[src/rtl/shift_pkg.sv]
// Shared opcodes, default datapath width and shift-amount normalization for the
// shift/rotate execution unit.
package shift_pkg;

    localparam int DEFAULT_DATA_WIDTH = 20;
    localparam int OP_W = 3;

    typedef enum logic [OP_W-1:0] {
        OP_ROL = 3'd0,
        OP_ROR = 3'd1,
        OP_SHL = 3'd2,
        OP_SHR = 3'd3,
        OP_SAR = 3'd4
    } op_e;

    // Amounts are carried at a fixed wide width so the helpers serve any
    // DATA_WIDTH up to AMT_W.
    localparam int AMT_W = 64;
    typedef logic [AMT_W-1:0] amt_t;

    function automatic logic is_rotate(input logic [OP_W-1:0] op);
        return (op == OP_ROL) || (op == OP_ROR);
    endfunction

    // Rotates wrap modulo the width; shifts saturate at the width.
    function automatic amt_t norm_amount(input amt_t amount, input logic [OP_W-1:0] op,
                                         input amt_t width);
        if (is_rotate(op)) begin
            return amount % width;
        end
        if (amount > width) begin
            return width;
        end
        return amount;
    endfunction

endpackage

[src/rtl/shift_exec_rotleft.sv]
// Combinational rotate-left core shared by every shift/rotate flavour.
// shift_amount must be below DATA_WIDTH.
module rotleft #(
    parameter int DATA_WIDTH = 20,
    parameter int SHIFT_W    = 5
) (
    input  logic [DATA_WIDTH-1:0] data_in,
    input  logic [SHIFT_W-1:0]    shift_amount,
    output logic [DATA_WIDTH-1:0] data_out
);

    // A zero amount shifts the wrap-around term by the full width, which yields 0.
    assign data_out = (data_in << shift_amount) | (data_in >> (DATA_WIDTH - shift_amount));

endmodule

[src/rtl/shift_exec.sv]
// Two-stage shift/rotate execution unit: stage 1 decodes and normalizes the amount,
// stage 2 runs rotleft, applies masks/sign fill and registers result plus flags.
module shift_exec
    import shift_pkg::*;
#(
    parameter int DATA_WIDTH = DEFAULT_DATA_WIDTH,
    parameter int TAG_WIDTH  = 4
) (
    input  logic                  clk,
    input  logic                  rst_n,
    input  logic                  flush,
    input  logic                  in_valid,
    output logic                  in_ready,
    input  logic [DATA_WIDTH-1:0] in_data,
    input  logic [DATA_WIDTH-1:0] in_amount,
    input  logic [OP_W-1:0]       in_op,
    input  logic [TAG_WIDTH-1:0]  in_tag,
    output logic                  out_valid,
    input  logic                  out_ready,
    output logic [DATA_WIDTH-1:0] out_data,
    output logic [TAG_WIDTH-1:0]  out_tag,
    output logic                  out_zero,
    output logic                  out_neg,
    output logic                  out_carry,
    output logic                  out_illegal
);

    localparam int                    SH_W = $clog2(DATA_WIDTH + 1);
    localparam logic [SH_W-1:0]       W_S  = SH_W'(DATA_WIDTH);
    localparam logic [DATA_WIDTH-1:0] ONES = '1;
    localparam logic [DATA_WIDTH-1:0] ONE  = DATA_WIDTH'(1);

    logic                  r_s1_valid;
    logic [DATA_WIDTH-1:0] r_s1_data;
    logic [OP_W-1:0]       r_s1_op;
    logic [TAG_WIDTH-1:0]  r_s1_tag;
    logic [SH_W-1:0]       r_s1_amt;
    logic                  r_s1_over;

    logic                  r_out_valid;
    logic [DATA_WIDTH-1:0] r_out_data;
    logic [TAG_WIDTH-1:0]  r_out_tag;
    logic                  r_out_zero;
    logic                  r_out_neg;
    logic                  r_out_carry;
    logic                  r_out_illegal;

    logic                  w_s2_adv;
    logic                  w_s1_load;
    logic                  w_accept;
    amt_t                  w_amt_ext;
    logic [SH_W-1:0]       w_rot_amt;
    logic [DATA_WIDTH-1:0] w_rot_out;
    logic [DATA_WIDTH-1:0] w_low_mask;
    logic [DATA_WIDTH-1:0] w_high_mask;
    logic [DATA_WIDTH-1:0] w_shl_sel;
    logic [DATA_WIDTH-1:0] w_shr_sel;
    logic                  w_sign;
    logic [DATA_WIDTH-1:0] w_result;
    logic                  w_carry;
    logic                  w_illegal;

    // Handshake: a transfer happens on a rising edge where valid && ready; ready
    // never looks at valid, and a stalled output holds every field stable.
    assign w_s2_adv  = !r_out_valid || out_ready;
    assign w_s1_load = !r_s1_valid || w_s2_adv;
    assign in_ready  = !flush && w_s1_load;
    assign w_accept  = in_valid && in_ready;

    assign w_amt_ext = amt_t'(in_amount);

    always_comb begin
        w_rot_amt = '0;
        case (r_s1_op)
            OP_ROL:                 w_rot_amt = r_s1_amt;
            OP_SHL:                 w_rot_amt = (r_s1_amt == W_S) ? '0 : r_s1_amt;
            OP_ROR, OP_SHR, OP_SAR: w_rot_amt = (r_s1_amt == '0) ? '0 : W_S - r_s1_amt;
            default:                w_rot_amt = '0;
        endcase
    end

    rotleft #(
        .DATA_WIDTH (DATA_WIDTH),
        .SHIFT_W    (SH_W)
    ) u_rotleft (
        .data_in      (r_s1_data),
        .shift_amount (w_rot_amt),
        .data_out     (w_rot_out)
    );

    // One-hot selects pick the last bit shifted out; a zero amount selects nothing.
    assign w_low_mask  = ONES >> (W_S - r_s1_amt);
    assign w_high_mask = ~(ONES >> r_s1_amt);
    assign w_shl_sel   = ONE << (W_S - r_s1_amt);
    assign w_shr_sel   = ONE << (r_s1_amt - SH_W'(1));
    assign w_sign      = r_s1_data[DATA_WIDTH-1];

    always_comb begin
        w_result  = r_s1_data;
        w_carry   = 1'b0;
        w_illegal = 1'b0;
        case (r_s1_op)
            OP_ROL: begin
                w_result = w_rot_out;
                w_carry  = (r_s1_amt != '0) && w_rot_out[0];
            end
            OP_ROR: begin
                w_result = w_rot_out;
                w_carry  = (r_s1_amt != '0) && w_rot_out[DATA_WIDTH-1];
            end
            OP_SHL: begin
                w_result = w_rot_out & ~w_low_mask;
                w_carry  = !r_s1_over && (|(r_s1_data & w_shl_sel));
            end
            OP_SHR: begin
                w_result = w_rot_out & ~w_high_mask;
                w_carry  = !r_s1_over && (|(r_s1_data & w_shr_sel));
            end
            OP_SAR: begin
                w_result = (w_rot_out & ~w_high_mask) | (w_sign ? w_high_mask : '0);
                w_carry  = r_s1_over ? w_sign : (|(r_s1_data & w_shr_sel));
            end
            default: begin
                w_illegal = 1'b1;
            end
        endcase
    end

    always_ff @(posedge clk or negedge rst_n) begin
        if (!rst_n) begin
            r_s1_valid    <= 1'b0;
            r_s1_data     <= '0;
            r_s1_op       <= '0;
            r_s1_tag      <= '0;
            r_s1_amt      <= '0;
            r_s1_over     <= 1'b0;
            r_out_valid   <= 1'b0;
            r_out_data    <= '0;
            r_out_tag     <= '0;
            r_out_zero    <= 1'b0;
            r_out_neg     <= 1'b0;
            r_out_carry   <= 1'b0;
            r_out_illegal <= 1'b0;
        end else begin
            if (flush) begin
                r_s1_valid <= 1'b0;
            end else if (w_s1_load) begin
                r_s1_valid <= w_accept;
            end

            if (w_accept) begin
                r_s1_data <= in_data;
                r_s1_op   <= in_op;
                r_s1_tag  <= in_tag;
                r_s1_amt  <= SH_W'(norm_amount(w_amt_ext, in_op, amt_t'(DATA_WIDTH)));
                r_s1_over <= w_amt_ext > amt_t'(DATA_WIDTH);
            end

            if (flush) begin
                r_out_valid <= 1'b0;
            end else if (w_s2_adv) begin
                r_out_valid <= r_s1_valid;
            end

            if (!flush && w_s2_adv && r_s1_valid) begin
                r_out_data    <= w_result;
                r_out_tag     <= r_s1_tag;
                r_out_zero    <= (w_result == '0);
                r_out_neg     <= w_result[DATA_WIDTH-1];
                r_out_carry   <= w_carry;
                r_out_illegal <= w_illegal;
            end
        end
    end

    assign out_valid   = r_out_valid;
    assign out_data    = r_out_data;
    assign out_tag     = r_out_tag;
    assign out_zero    = r_out_zero;
    assign out_neg     = r_out_neg;
    assign out_carry   = r_out_carry;
    assign out_illegal = r_out_illegal;

endmodule

[config.mk]
export PLATFORM = sky130hd
export DESIGN_NAME = shift_exec
export DESIGN_NICKNAME = d
export VERILOG_FILES = /design/src/rtl/shift_pkg.sv /design/src/rtl/shift_exec_rotleft.sv /design/src/rtl/shift_exec.sv
export SDC_FILE = /design/constraint.sdc
export NUM_CORES = 1
export LEC_CHECK = 0
export CORE_ASPECT_RATIO = 1.4
export CORE_MARGIN = 2
export CORE_UTILIZATION = 35
export CTS_CLUSTER_SIZE = 10
export DETAILED_ROUTE_END_ITERATION = 6
export GPL_TIMING_DRIVEN = 0
export SYNTH_ARGS = -nofsm -noshare
export SYNTH_HDL_FRONTEND = slang
export SYNTH_SLANG_ARGS = --single-unit
[constraint.sdc]
create_clock -name clk -period 7.5 [get_ports clk]
set_input_delay 1.5 -clock clk [delete_from_list [all_inputs] [get_ports clk]]
set_output_delay 1.5 -clock clk [all_outputs]
set_load 0.1 [all_outputs]
Word-level counts from Yosys, hierarchy flattened
Cells that the tools add are included.
{ "word_totals": {"reg_bits": 63} }
{ "classes": {"addsub": 3, "div": 1, "magnitude_cmp": 1, "eq_ne": 6, "shifts": 6, "muxes": 21, "bitwise": 9, "reduce_logical": 27} }
{ "ops": {"columns": ["cell", "count"], "rows": [
  ["20-bit bitwise AND", 4],
  ["20-bit one-hot mux with 4 select lines", 1],
  ["20-bit by 5-bit modulo with 64-bit output, second input constant", 1],
  ["20-bit inverter", 3],
  ["20-bit bitwise OR", 2],
  ["20-bit OR reduction", 2],
  ["1-bit by 5-bit left shift with 20-bit output, first input constant", 2],
  ["20-bit by 5-bit right shift with 20-bit output, first input constant", 2],
  ["20-bit by 32-bit right shift with 20-bit output", 1],
  ["5-bit two-way mux", 6],
  ["20-bit by 5-bit greater-than comparator with 1-bit output, second input constant", 1],
  ["20-bit zero test", 1],
  ["20-bit two-way mux", 1],
  ["20-bit by 5-bit left shift with 20-bit output", 1],
  ["5-bit one-hot mux with 3 select lines", 1],
  ["1-bit two-way mux", 11],
  ["1-bit logical AND", 8],
  ["3-bit by 1-bit == test with 1-bit output, second input constant", 2],
  ["3-bit by 2-bit == test with 1-bit output, second input constant", 2],
  ["3-bit zero test", 2],
  ["5-bit by 5-bit subtractor with 6-bit output, first input constant", 1],
  ["5-bit == test, second input constant", 1],
  ["5-bit zero test", 1],
  ["1-bit one-hot mux with 5 select lines", 1],
  ["10 further kinds", 16]
]} }

Depth between registers and ports, before layout
Gate-level depths: netlist of run 1.
{ "logic_depth": {"depth_word": 10, "mapped_depth": 50, "depth_no_buf": 39} }

Modules after synthesis
From an unflattened synthesis of run 1, not the netlist that was laid out.
{ "unflattened": {"hier_cells": 1703, "hier_area_um2": 12213.0} }
{ "by_module_without_submodules": {"columns": ["module", "instances", "cells_each", "area_per_inst_um2", "seq_area_each_um2"], "rows": [
  ["shift_exec", 1, 1425, 9953.3, 1551.5],
  ["rotleft", 1, 278, 2259.7, 0.0]
]} }

Worst setup path after synthesis of run 1
No wires, ideal clock.
{ "synth_path": {"path_type": "input-to-reg", "start": "input in_amount[18]", "end": "register r_s1_amt[3]", "setup_ns": 0.104, "t_arrival_ns": 12.531, "slack_ns": -5.135, "path_stages": 42, "path_buffers": 5, "cell_sequence": "buf_4 -> nor2_1 -> inv_1 -> ha_1 -> and2b_2 -> nor3_1 -> nor4_1 -> nor3_1 -> a2111o_1 -> o21ai_1 -> clkbuf_1 -> o21ai_1 -> a21oi_1 -> mux2i_1 -> nand3_1 -> o211ai_1 -> nor4b_4 -> o21ai_2 -> [... 6 more ...] -> buf_4 -> a221oi_4 -> mux2i_1 -> clkbuf_1 -> nand4b_2 -> o211a_1 -> or4b_1 -> buf_6 -> nor4_4 -> o221ai_2 -> or3_4 -> or4_4 -> a221oi_4 -> o2111ai_1 -> nor4_4 -> a31oi_1 -> xnor2_1 -> a221oi_1"} }
{ "synth_between": {"elab_chain_len": 6, "word_cells_on_any_way": 9} }
{ "synth_lines": {"columns": ["element", "line_no", "text"], "rows": [
  ["start: declaration", "shift_exec.sv:15", "input logic [DATA_WIDTH-1:0] in_amount,"],
  ["branches (longest 5 deep; another with 20-bit by 5-bit modulo with 64-bit output)", null, null],
  ["5-bit two-way mux *", "shift_pkg.sv:31", "if (amount > width) begin"],
  ["end signal: assignment", "shift_exec.sv:155", "r_s1_amt <= SH_W'(norm_amount(w_amt_ext, in_op, amt_t'(DATA_WIDTH)));"],
  ["end: declaration", "shift_exec.sv:37", "logic [SH_W-1:0] r_s1_amt;"]
]} }
Every way passes the cells marked *. The select of a mux whose other input is x is not followed.
A chain may end at the register's enable or synchronous reset.

Final worst setup path of run 1
{ "layout_path": {"start": "input in_amount[17]", "end": "register r_s1_amt[3]"} }
Same word-level chain as after synthesis.

==> metrics.txt, run 1 <==
# TYPE chip_impl_metric gauge
chip_impl_metric{name="cts_hold_repair.buffers",unit=""} 0
chip_impl_metric{name="grt_antenna_before_repair",unit=""} 0
chip_impl_metric{name="count_of_buffering_cells_on_the_critical_path_with_inverters_included",unit=""} 15
chip_impl_metric{name="fp.dieArea",unit="um2"} 35700
chip_impl_metric{name="seq_area_frac_synth",unit="%"} 13.0
chip_impl_info{name="critical_path.slowest_cell",value="or4_4"} 1
chip_impl_metric{name="slew_viol_final",unit=""} 0
chip_impl_metric{name="yosysWarningCount",unit=""} 0
chip_impl_metric{name="detail_route.wirelength",unit="um"} 51500
chip_impl_metric{name="antenna-diode-count",unit=""} 0
chip_impl_metric{name="worstPathArrival",unit="ns"} 12.63
chip_impl_info{name="clock_tree.root_cell",value="clkbuf_16"} 1
chip_impl_info{name="kind_of_cell_with_the_highest_combined_delay_on_the_critical_path",value="compound AO/OA/AOI/OAI gates"} 1
chip_impl_metric{name="syn_nets",unit=""} 1815
chip_impl_metric{name="maximum_level_of_the_cts_h_tree",unit=""} 3
chip_impl_metric{name="total_leakage_power",unit="nW"} 5.88
chip_impl_metric{name="cts.sink_count",unit=""} 62
chip_impl_info{name="netlist.top_cell.by_area",value="dfrtp_1"} 1
chip_impl_metric{name="drc",unit=""} 0
chip_impl_metric{name="max_slew_margin",unit="%"} 25.7
chip_impl_metric{name="hold_viol",unit=""} 0
chip_impl_info{name="hp-class",value="register to register"} 1
chip_impl_info{name="synth.top_cells.by_area",value="dfrtp_1, nand2_1, o21ai_0"} 1
chip_impl_metric{name="synth_area",unit="um2"} 12000
chip_impl_metric{name="power.total",unit="mW"} 5.31
chip_impl_metric{name="finalWorstPathRequiredPeriod",unit="ns"} 12.38
chip_impl_info{name="rsz0062_at_grt",value="yes"} 1
chip_impl_metric{name="clock_tree_buf_depth",unit=""} 2
chip_impl_metric{name="max_clock_freq",unit="MHz"} 80.8
chip_impl_metric{name="dpl.hpwl",unit="um"} 38900
chip_impl_metric{name="dieWidth",unit="um"} 160
chip_impl_metric{name="rows",unit=""} 80
chip_impl_info{name="timing.setup.critical_path_class",value="input pin to register"} 1
chip_impl_info{name="outcome",value="complete, but fails checks"} 1
chip_impl_metric{name="total_routing_resource_utilization_after_global_routing",unit="%"} 27.9
chip_impl_metric{name="detailedRoute.firstPassIterationCount",unit=""} 5
chip_impl_metric{name="grt_pass1_wl",unit="um"} 79800
chip_impl_metric{name="post-route-period-util",unit="%"} 165
chip_impl_info{name="synthFlopType",value="dfrtp_1"} 1
chip_impl_metric{name="postLayoutSetupSlackWorst",unit="ns"} -4.88
chip_impl_metric{name="ant_nets",unit=""} 0
chip_impl_metric{name="report.final.setup_viol",unit=""} 3
chip_impl_metric{name="via_count",unit=""} 15100
chip_impl_metric{name="clkSlewWorstSetupHoldPaths",unit="ns"} 0.05
chip_impl_metric{name="filler_cell_count",unit=""} 3479
chip_impl_metric{name="grt_max_degree",unit=""} 63
chip_impl_info{name="violations",value="setup timing"} 1
chip_impl_metric{name="multiInputGateArea",unit="um2"} 10800
chip_impl_metric{name="drv.max_cap_violation_count",unit=""} 0
chip_impl_info{name="endpoint_kind",value="register"} 1
chip_impl_metric{name="drt-initial-drc-count",unit=""} 1157
chip_impl_metric{name="die_height",unit="um"} 223
chip_impl_metric{name="power_density",unit="nW/um2"} 337
chip_impl_metric{name="io_pins",unit=""} 82
chip_impl_metric{name="fraction_of_layout_instances_using_a_drive_strength_above_1",unit="%"} 20.5
chip_impl_metric{name="routabilityCongestion",unit=""} 0.992
chip_impl_metric{name="irDropWorstVdd",unit="mV"} 0.201
chip_impl_metric{name="floorplan.core_area",unit="um2"} 33800
chip_impl_metric{name="synthToLayoutAreaGrowth",unit="%"} 31.7
chip_impl_metric{name="timing.clock.skew",unit="ns"} 0.0155
chip_impl_metric{name="avgViaCountPerCell",unit=""} 6.27
chip_impl_metric{name="slowest_delay",unit="ns"} 0.62
chip_impl_metric{name="synth_top_cell_area_share",unit="%"} 13.0
chip_impl_metric{name="netlist-cell-type-count",unit=""} 131
chip_impl_info{name="tritoncts",value="done"} 1
chip_impl_metric{name="syn_area_per_cell",unit="um2"} 6.82
chip_impl_metric{name="postSynth.asyncResetShare",unit="%"} 100
chip_impl_metric{name="worstPathRequired",unit="ns"} 7.76
chip_impl_metric{name="final_net_count",unit=""} 2018
chip_impl_metric{name="detail_route.wl_per_cell",unit="um"} 21.4
chip_impl_metric{name="overflow",unit=""} 0
chip_impl_metric{name="synth-seq-cells",unit=""} 62
chip_impl_metric{name="edff_count_synth",unit=""} 0
chip_impl_metric{name="crit_path_max_fanout",unit=""} 8
chip_impl_metric{name="cts-buffers-inserted",unit=""} 9
chip_impl_metric{name="dp_slack",unit="ns"} -7.29
chip_impl_metric{name="worstMarginPinSlew",unit="ns"} 1.10
chip_impl_metric{name="seq_area",unit="um2"} 1550
chip_impl_metric{name="number_of_global_route_vias_before_repair",unit=""} 14700
chip_impl_metric{name="io_buffer_count",unit=""} 72
chip_impl_metric{name="netlist_instances",unit=""} 1752
chip_impl_metric{name="initial_core_util",unit="%"} 35.3
chip_impl_info{name="critPathLaunchType",value="input pin"} 1
chip_impl_metric{name="clk_latency",unit="ns"} 0.37
[Yosys cell counts, types with 11 or more instances]
library cell  count
dfrtp_1          62
mux2i_1          45
a221oi_1         22
inv_1            29
and2_1           23
nand4_1          17
o2111ai_1        14
nor4_1           25
clkbuf_1         79
nand2_1         287
ha_1             11
o31ai_1          11
nand3_1          73
a221o_1          11
nor3_1           55
xnor2_1          41
nor2_1          144
o21ai_0         129
o21ai_1          13
xor2_1           16
a22oi_1          28
and3_1           15
o221ai_1         16
a31oi_1          31
buf_4            15
a211oi_1         21
a21oi_1         120
nand2b_1         23
or3_1            15
buf_6            11
o22ai_1          15
or2_2            12
o211ai_1         38
o21a_1           16
buf_2            16
[final timing paths]
kind,startpoint,to,slack [ns],cells past startpoint
min,out_data[14],out_data[14],0.47,2
min reg2reg,out_data[14],out_data[14],0.47,2
max,in_amount[17],r_s1_amt[3],-4.88,52
min in group asynchronous,rst_n,r_s1_data[1],1.23,1
max in group asynchronous,rst_n,r_s1_amt[2],5.71,1
max reg2reg,r_s1_op[1],out_zero,0.68,23
[report_power, final]
part           switching (mW)  internal (mW)  total (mW)
registers              0.0841          0.409       0.493
clock network           0.176          0.256       0.432
logic                    2.81           1.57        4.38
total                    3.07           2.24        5.31
[tightest hold or removal path, cell delays in order, from the launching register on]
cell,delay [ns]
dfrtp_1,0.33
nand2_1,0.05
nand2_1,0.05
[layout make-up]
cell class              instances  area share [%]
multi-input cells            1528            68.6
clock inverters                 6           0.389
inverters                      34           0.810
plain buffers                 127            4.53
well taps                     451            3.58
repair buffers                193            10.8
flip-flops and latches         62            9.85
clock buffers                  10            1.45
[sequential cells by signal, summed over array words and instances (netlist names), 3 cells and up]
name / flops
r_s1_amt: 5
out_tag: 4
r_s1_data: 20
out_data: 20
r_s1_tag: 4
r_s1_op: 3
[placed cells by master (no fill, tap or decap), types with 21 or more instances in the layout]
master and n:
nand2_1 285, nor2_1 139, o21ai_0 125, buf_4 120, a21oi_1 107, clkbuf_1 75
clkdlybuf4s50_1 69, dfrtp_1 62, nand3_1 61, nor3_1 48, mux2i_1 43, o211ai_1 38
xnor2_1 34, inv_1 28, a22oi_1 27, a31oi_1 27, buf_6 24, nand2b_1 23
and2_1 21
[routing by layer]
metal  part of all wire [%]  up-vias  global-route usage (%)
met5                      0        -                       0
met4                    7.6        0                    18.8
met3                    4.8      217                    3.01
met2                     53      605                    53.4
met1                     35     7209                    28.0
li1                       -     7077                       -
[cells by family after synthesis]
group	synth area share, %
multiplexers	5.21
flip-flops	13.0
buffers and inverters	6.54
AND/OR/NAND/NOR	32.4
adder cells (fa/ha/maj)	1.41
AO/OA/AOI/OAI	37.0
XOR/XNOR	4.45
[repair_timing]
item / CTS / global route
endpoints found under the setup margin: 3 / 4
resized for setup: 134 / 59
cloned: 0 / 1
setup buffers: 87 / 33
pin swaps: 77 / 31
[metrics by stage]
step	std cells	TNS (ns)	area, um2	util, %	hold WS, ns
2_1_floorplan	1752	-12.92	12200	-	0.439
3_3_place_gp	2275	-20.99	13500	39.9	0.460
3_5_place_dp	2275	-21.58	13500	39.9	0.461
4_1_cts	2377	-13.92	15200	44.9	0.474
5_1_grt	2411	-15.75	15700	46.5	0.498
6_report	2411	-14.59	15700	46.5	0.467
Power figures use the tool's default switching activity.
==> run 2, diff against run 1 <==
- SLEW_MARGIN: default -> 10
==> metrics.txt, run 2 (same netlist as run 1, synthesis figures left out) <==
# TYPE chip_impl_metric gauge
chip_impl_info{name="outcome",value="complete, but fails checks"} 1
chip_impl_info{name="violations",value="DRC, setup timing"} 1
chip_impl_metric{name="clock_tree_buf_depth",unit=""} 2
chip_impl_metric{name="io_buffer_count",unit=""} 72
chip_impl_info{name="hp-class",value="register to register"} 1
chip_impl_metric{name="detailedRoute.firstPassIterationCount",unit=""} 7
chip_impl_info{name="hold_path_startpoint",value="out_data[14]"} 1
chip_impl_metric{name="grt_pass1_wl",unit="um"} 80700
chip_impl_metric{name="max_slew_margin",unit="%"} 26.5
chip_impl_metric{name="clkSlewWorstSetupHoldPaths",unit="ns"} 0.05
chip_impl_metric{name="clk_latency",unit="ns"} 0.36
chip_impl_info{name="endpoint_kind",value="register"} 1
chip_impl_info{name="tritoncts",value="done"} 1
chip_impl_metric{name="power.clock.fraction",unit="%"} 8.0
chip_impl_metric{name="floorplan.core_area",unit="um2"} 33800
chip_impl_metric{name="maximum_level_of_the_cts_h_tree",unit=""} 3
chip_impl_metric{name="worstMarginPinSlew",unit="ns"} 1.09
chip_impl_metric{name="detail_route.wl_per_cell",unit="um"} 21.8
chip_impl_metric{name="crit_path_max_fanout",unit=""} 8
chip_impl_metric{name="cts-buffers-inserted",unit=""} 9
chip_impl_metric{name="hold_viol",unit=""} 0
chip_impl_metric{name="overflow",unit=""} 0
chip_impl_metric{name="fp.dieArea",unit="um2"} 35700
chip_impl_metric{name="regToRegSetupSlack",unit="ns"} 0.69
chip_impl_metric{name="finalWorstPathRequiredPeriod",unit="ns"} 12.16
chip_impl_metric{name="antenna-diode-count",unit=""} 0
chip_impl_info{name="kind_of_cell_with_the_highest_combined_delay_on_the_critical_path",value="simple AND/OR/NAND/NOR gates"} 1
chip_impl_metric{name="power_density",unit="nW/um2"} 335
chip_impl_metric{name="wl_met3",unit="um"} 2270
chip_impl_metric{name="worstPathRequired",unit="ns"} 7.75
chip_impl_metric{name="post_layout_inst_area",unit="um2"} 16100
chip_impl_metric{name="io_pins",unit=""} 82
chip_impl_metric{name="slowest_delay",unit="ns"} 0.60
chip_impl_metric{name="synthToLayoutAreaGrowth",unit="%"} 34.6
chip_impl_metric{name="total_leakage_power",unit="nW"} 6.01
chip_impl_info{name="startpoint_of_the_most_critical_register_to_register_path",value="r_s1_op[1]"} 1
chip_impl_metric{name="hold_path_depth",unit=""} 2
chip_impl_metric{name="dieWidth",unit="um"} 160
chip_impl_info{name="timing.setup.critical_path_class",value="input pin to register"} 1
chip_impl_metric{name="wl_met1",unit="um"} 18900
chip_impl_info{name="routed.top_layer",value="met4"} 1
chip_impl_info{name="rsz0062_at_grt",value="yes"} 1
chip_impl_info{name="critical_path.slowest_cell",value="or4b_1"} 1
chip_impl_metric{name="count_of_buffering_cells_on_the_critical_path_with_inverters_included",unit=""} 11
chip_impl_metric{name="final_net_count",unit=""} 2034
chip_impl_metric{name="postLayoutCoreUtil",unit="%"} 47.6
chip_impl_metric{name="detailed_place.area",unit="um2"} 13500
chip_impl_metric{name="reg2reg_depth",unit=""} 21
chip_impl_info{name="layout_common_cells",value="nand2_1, buf_4, nor2_1"} 1
chip_impl_info{name="cp_common_cell",value="buf_4"} 1
chip_impl_metric{name="slew_viol_final",unit=""} 0
chip_impl_metric{name="grt_max_degree",unit=""} 45
chip_impl_metric{name="drv.max_cap_violation_count",unit=""} 0
chip_impl_metric{name="timing.clock.skew",unit="ns"} 0.00797
chip_impl_metric{name="cts.sink_count",unit=""} 62
chip_impl_metric{name="dpl.hpwl",unit="um"} 39100
chip_impl_metric{name="pwr-share-seq",unit="%"} 9.2
chip_impl_info{name="critPathLaunchType",value="input pin"} 1
chip_impl_info{name="clock_tree.root_cell",value="clkbuf_16"} 1
chip_impl_metric{name="met2RoutedLength",unit="um"} 27700
chip_impl_metric{name="internal_power",unit="mW"} 2.28
chip_impl_metric{name="via_count",unit=""} 15300
chip_impl_metric{name="drt-initial-drc-count",unit=""} 1212
chip_impl_metric{name="cts_hold_repair.buffers",unit=""} 0
chip_impl_metric{name="net-switching-power",unit="mW"} 3.11
chip_impl_metric{name="power.switching_fraction",unit="%"} 57.7
chip_impl_metric{name="fraction_of_layout_instances_using_a_drive_strength_above_1",unit="%"} 22.7
chip_impl_metric{name="worstPathArrival",unit="ns"} 12.41
chip_impl_info{name="rr_endpoint",value="out_zero"} 1
chip_impl_metric{name="grt_antenna_before_repair",unit=""} 0
chip_impl_metric{name="postLayoutSetupSlackWorst",unit="ns"} -4.66
chip_impl_info{name="min_delay_worst_endpoint",value="out_data[14]"} 1
chip_impl_metric{name="irDropWorstVdd",unit="mV"} 0.193
chip_impl_metric{name="drc",unit=""} 5
chip_impl_metric{name="max_clock_freq",unit="MHz"} 82.2
chip_impl_metric{name="rows",unit=""} 80
chip_impl_metric{name="combinationalPowerShare",unit="%"} 82.8
chip_impl_metric{name="die_height",unit="um"} 223
chip_impl_metric{name="detail_route.wirelength",unit="um"} 52900
chip_impl_metric{name="report.final.setup_viol",unit=""} 3
chip_impl_info{name="most_common_library_cell_in_the_layout_ignoring_fill_and_taps",value="nand2_1"} 1
chip_impl_metric{name="initial_core_util",unit="%"} 35.3
chip_impl_metric{name="ant_nets",unit=""} 0
chip_impl_metric{name="number_of_global_route_vias_before_repair",unit=""} 14800
chip_impl_metric{name="total_routing_resource_utilization_after_global_routing",unit="%"} 28.1
chip_impl_metric{name="routabilityCongestion",unit=""} 0.992
chip_impl_metric{name="avgViaCountPerCell",unit=""} 6.30
chip_impl_metric{name="post-route-period-util",unit="%"} 162
[run 2: cell types whose count changed in the layout (fill, tap and decap cells not counted), sizes merged]
| cell | before | now |
|---|---|---|
| dlymetal6s2s | 0 | 1 |
| buf | 167 | 184 |
| clkinvlp | 1 | 0 |
| clkbuf | 93 | 91 |
| clkdlybuf4s50 | 69 | 68 |
| nand3 | 74 | 75 |
| a31oi | 32 | 33 |
[run 2: worst reg2reg max path: stages, from the launching register on]
cell      delay (ns)
dfrtp_1         0.35
clkbuf_1        0.22
nor2_1          0.27
nor2b_1         0.07
clkbuf_1        0.23
a211oi_2        0.45
nor2_1          0.11
nor2_2          0.39
inv_1           0.23
clkbuf_1        0.27
clkbuf_1        0.30
ha_1            0.32
xor2_1          0.59
clkbuf_1        0.40
nor2_1          0.09
a311oi_1        0.59
o32ai_1         0.29
a221oi_1        0.66
nor4b_1         0.36
nand3_1         0.12
nor4_1          0.28
a22o_1          0.16
[run 2: final cells by class]
cell class | instances | area, um2
repair buffers | 212 | 1910
flip-flops and latches | 62 | 1550
fillers | 3444 | 17700
plain buffers | 122 | 696
inverters | 34 | 128
clock inverters | 5 | 57.6
multi-input cells | 1530 | 10900
clock buffers | 11 | 243
well taps | 451 | 564
[run 2: routing by layer]
metal	vias to the layer above	GRT usage, %
met1	7319	28.5
li1	7108	-
met4	0	18.7
met3	239	3.06
met2	612	53.8
met5	-	0
[run 2: per-stage QoR]
stage	std cells	power, mW	setup WS (ns)	hold WS [ns]	setup TNS (ns)
2_1_floorplan	1752	3.18	-4.40	0.439	-12.92
3_3_place_gp	2275	4.09	-7.09	0.460	-20.99
3_5_place_dp	2276	4.09	-7.26	0.461	-21.48
4_1_cts	2373	4.96	-4.71	0.475	-14.04
5_1_grt	2427	5.67	-5.21	0.498	-15.47
6_report	2427	5.39	-4.66	0.468	-13.82
[run 2: worst max path at each step]
stage / endpoint / cells past startpoint / slack (ns) / startpoint
floorplan: r_s1_amt[3] / 44 / -4.40 / in_amount[17]
global placement: r_s1_amt[3] / 43 / -7.09 / in_amount[17]
detailed placement: r_s1_amt[3] / 43 / -7.26 / in_amount[17]
CTS: r_s1_amt[3] / 45 / -4.71 / in_amount[17]
global route: r_s1_amt[3] / 49 / -5.21 / in_amount[17]
finish: r_s1_amt[3] / 47 / -4.66 / in_amount[17]
[run 2: power groups by stage]
stage          sequential (mW)  combinational (mW)  clock (mW)
2_1_floorplan            0.851                2.33           0
3_3_place_gp             0.495                3.60           0
3_5_place_dp             0.497                3.59           0
4_1_cts                  0.491                4.03       0.441
5_1_grt                  0.502                4.71       0.456
6_report                 0.493                4.46       0.433
[run 2: repair_timing]
action                     4_1_cts  5_1_grt
resized for setup              133       98
setup endpoints to repair        3        4
setup buffers                   80       56
gates cloned                     3        2
pin swaps                       60       86
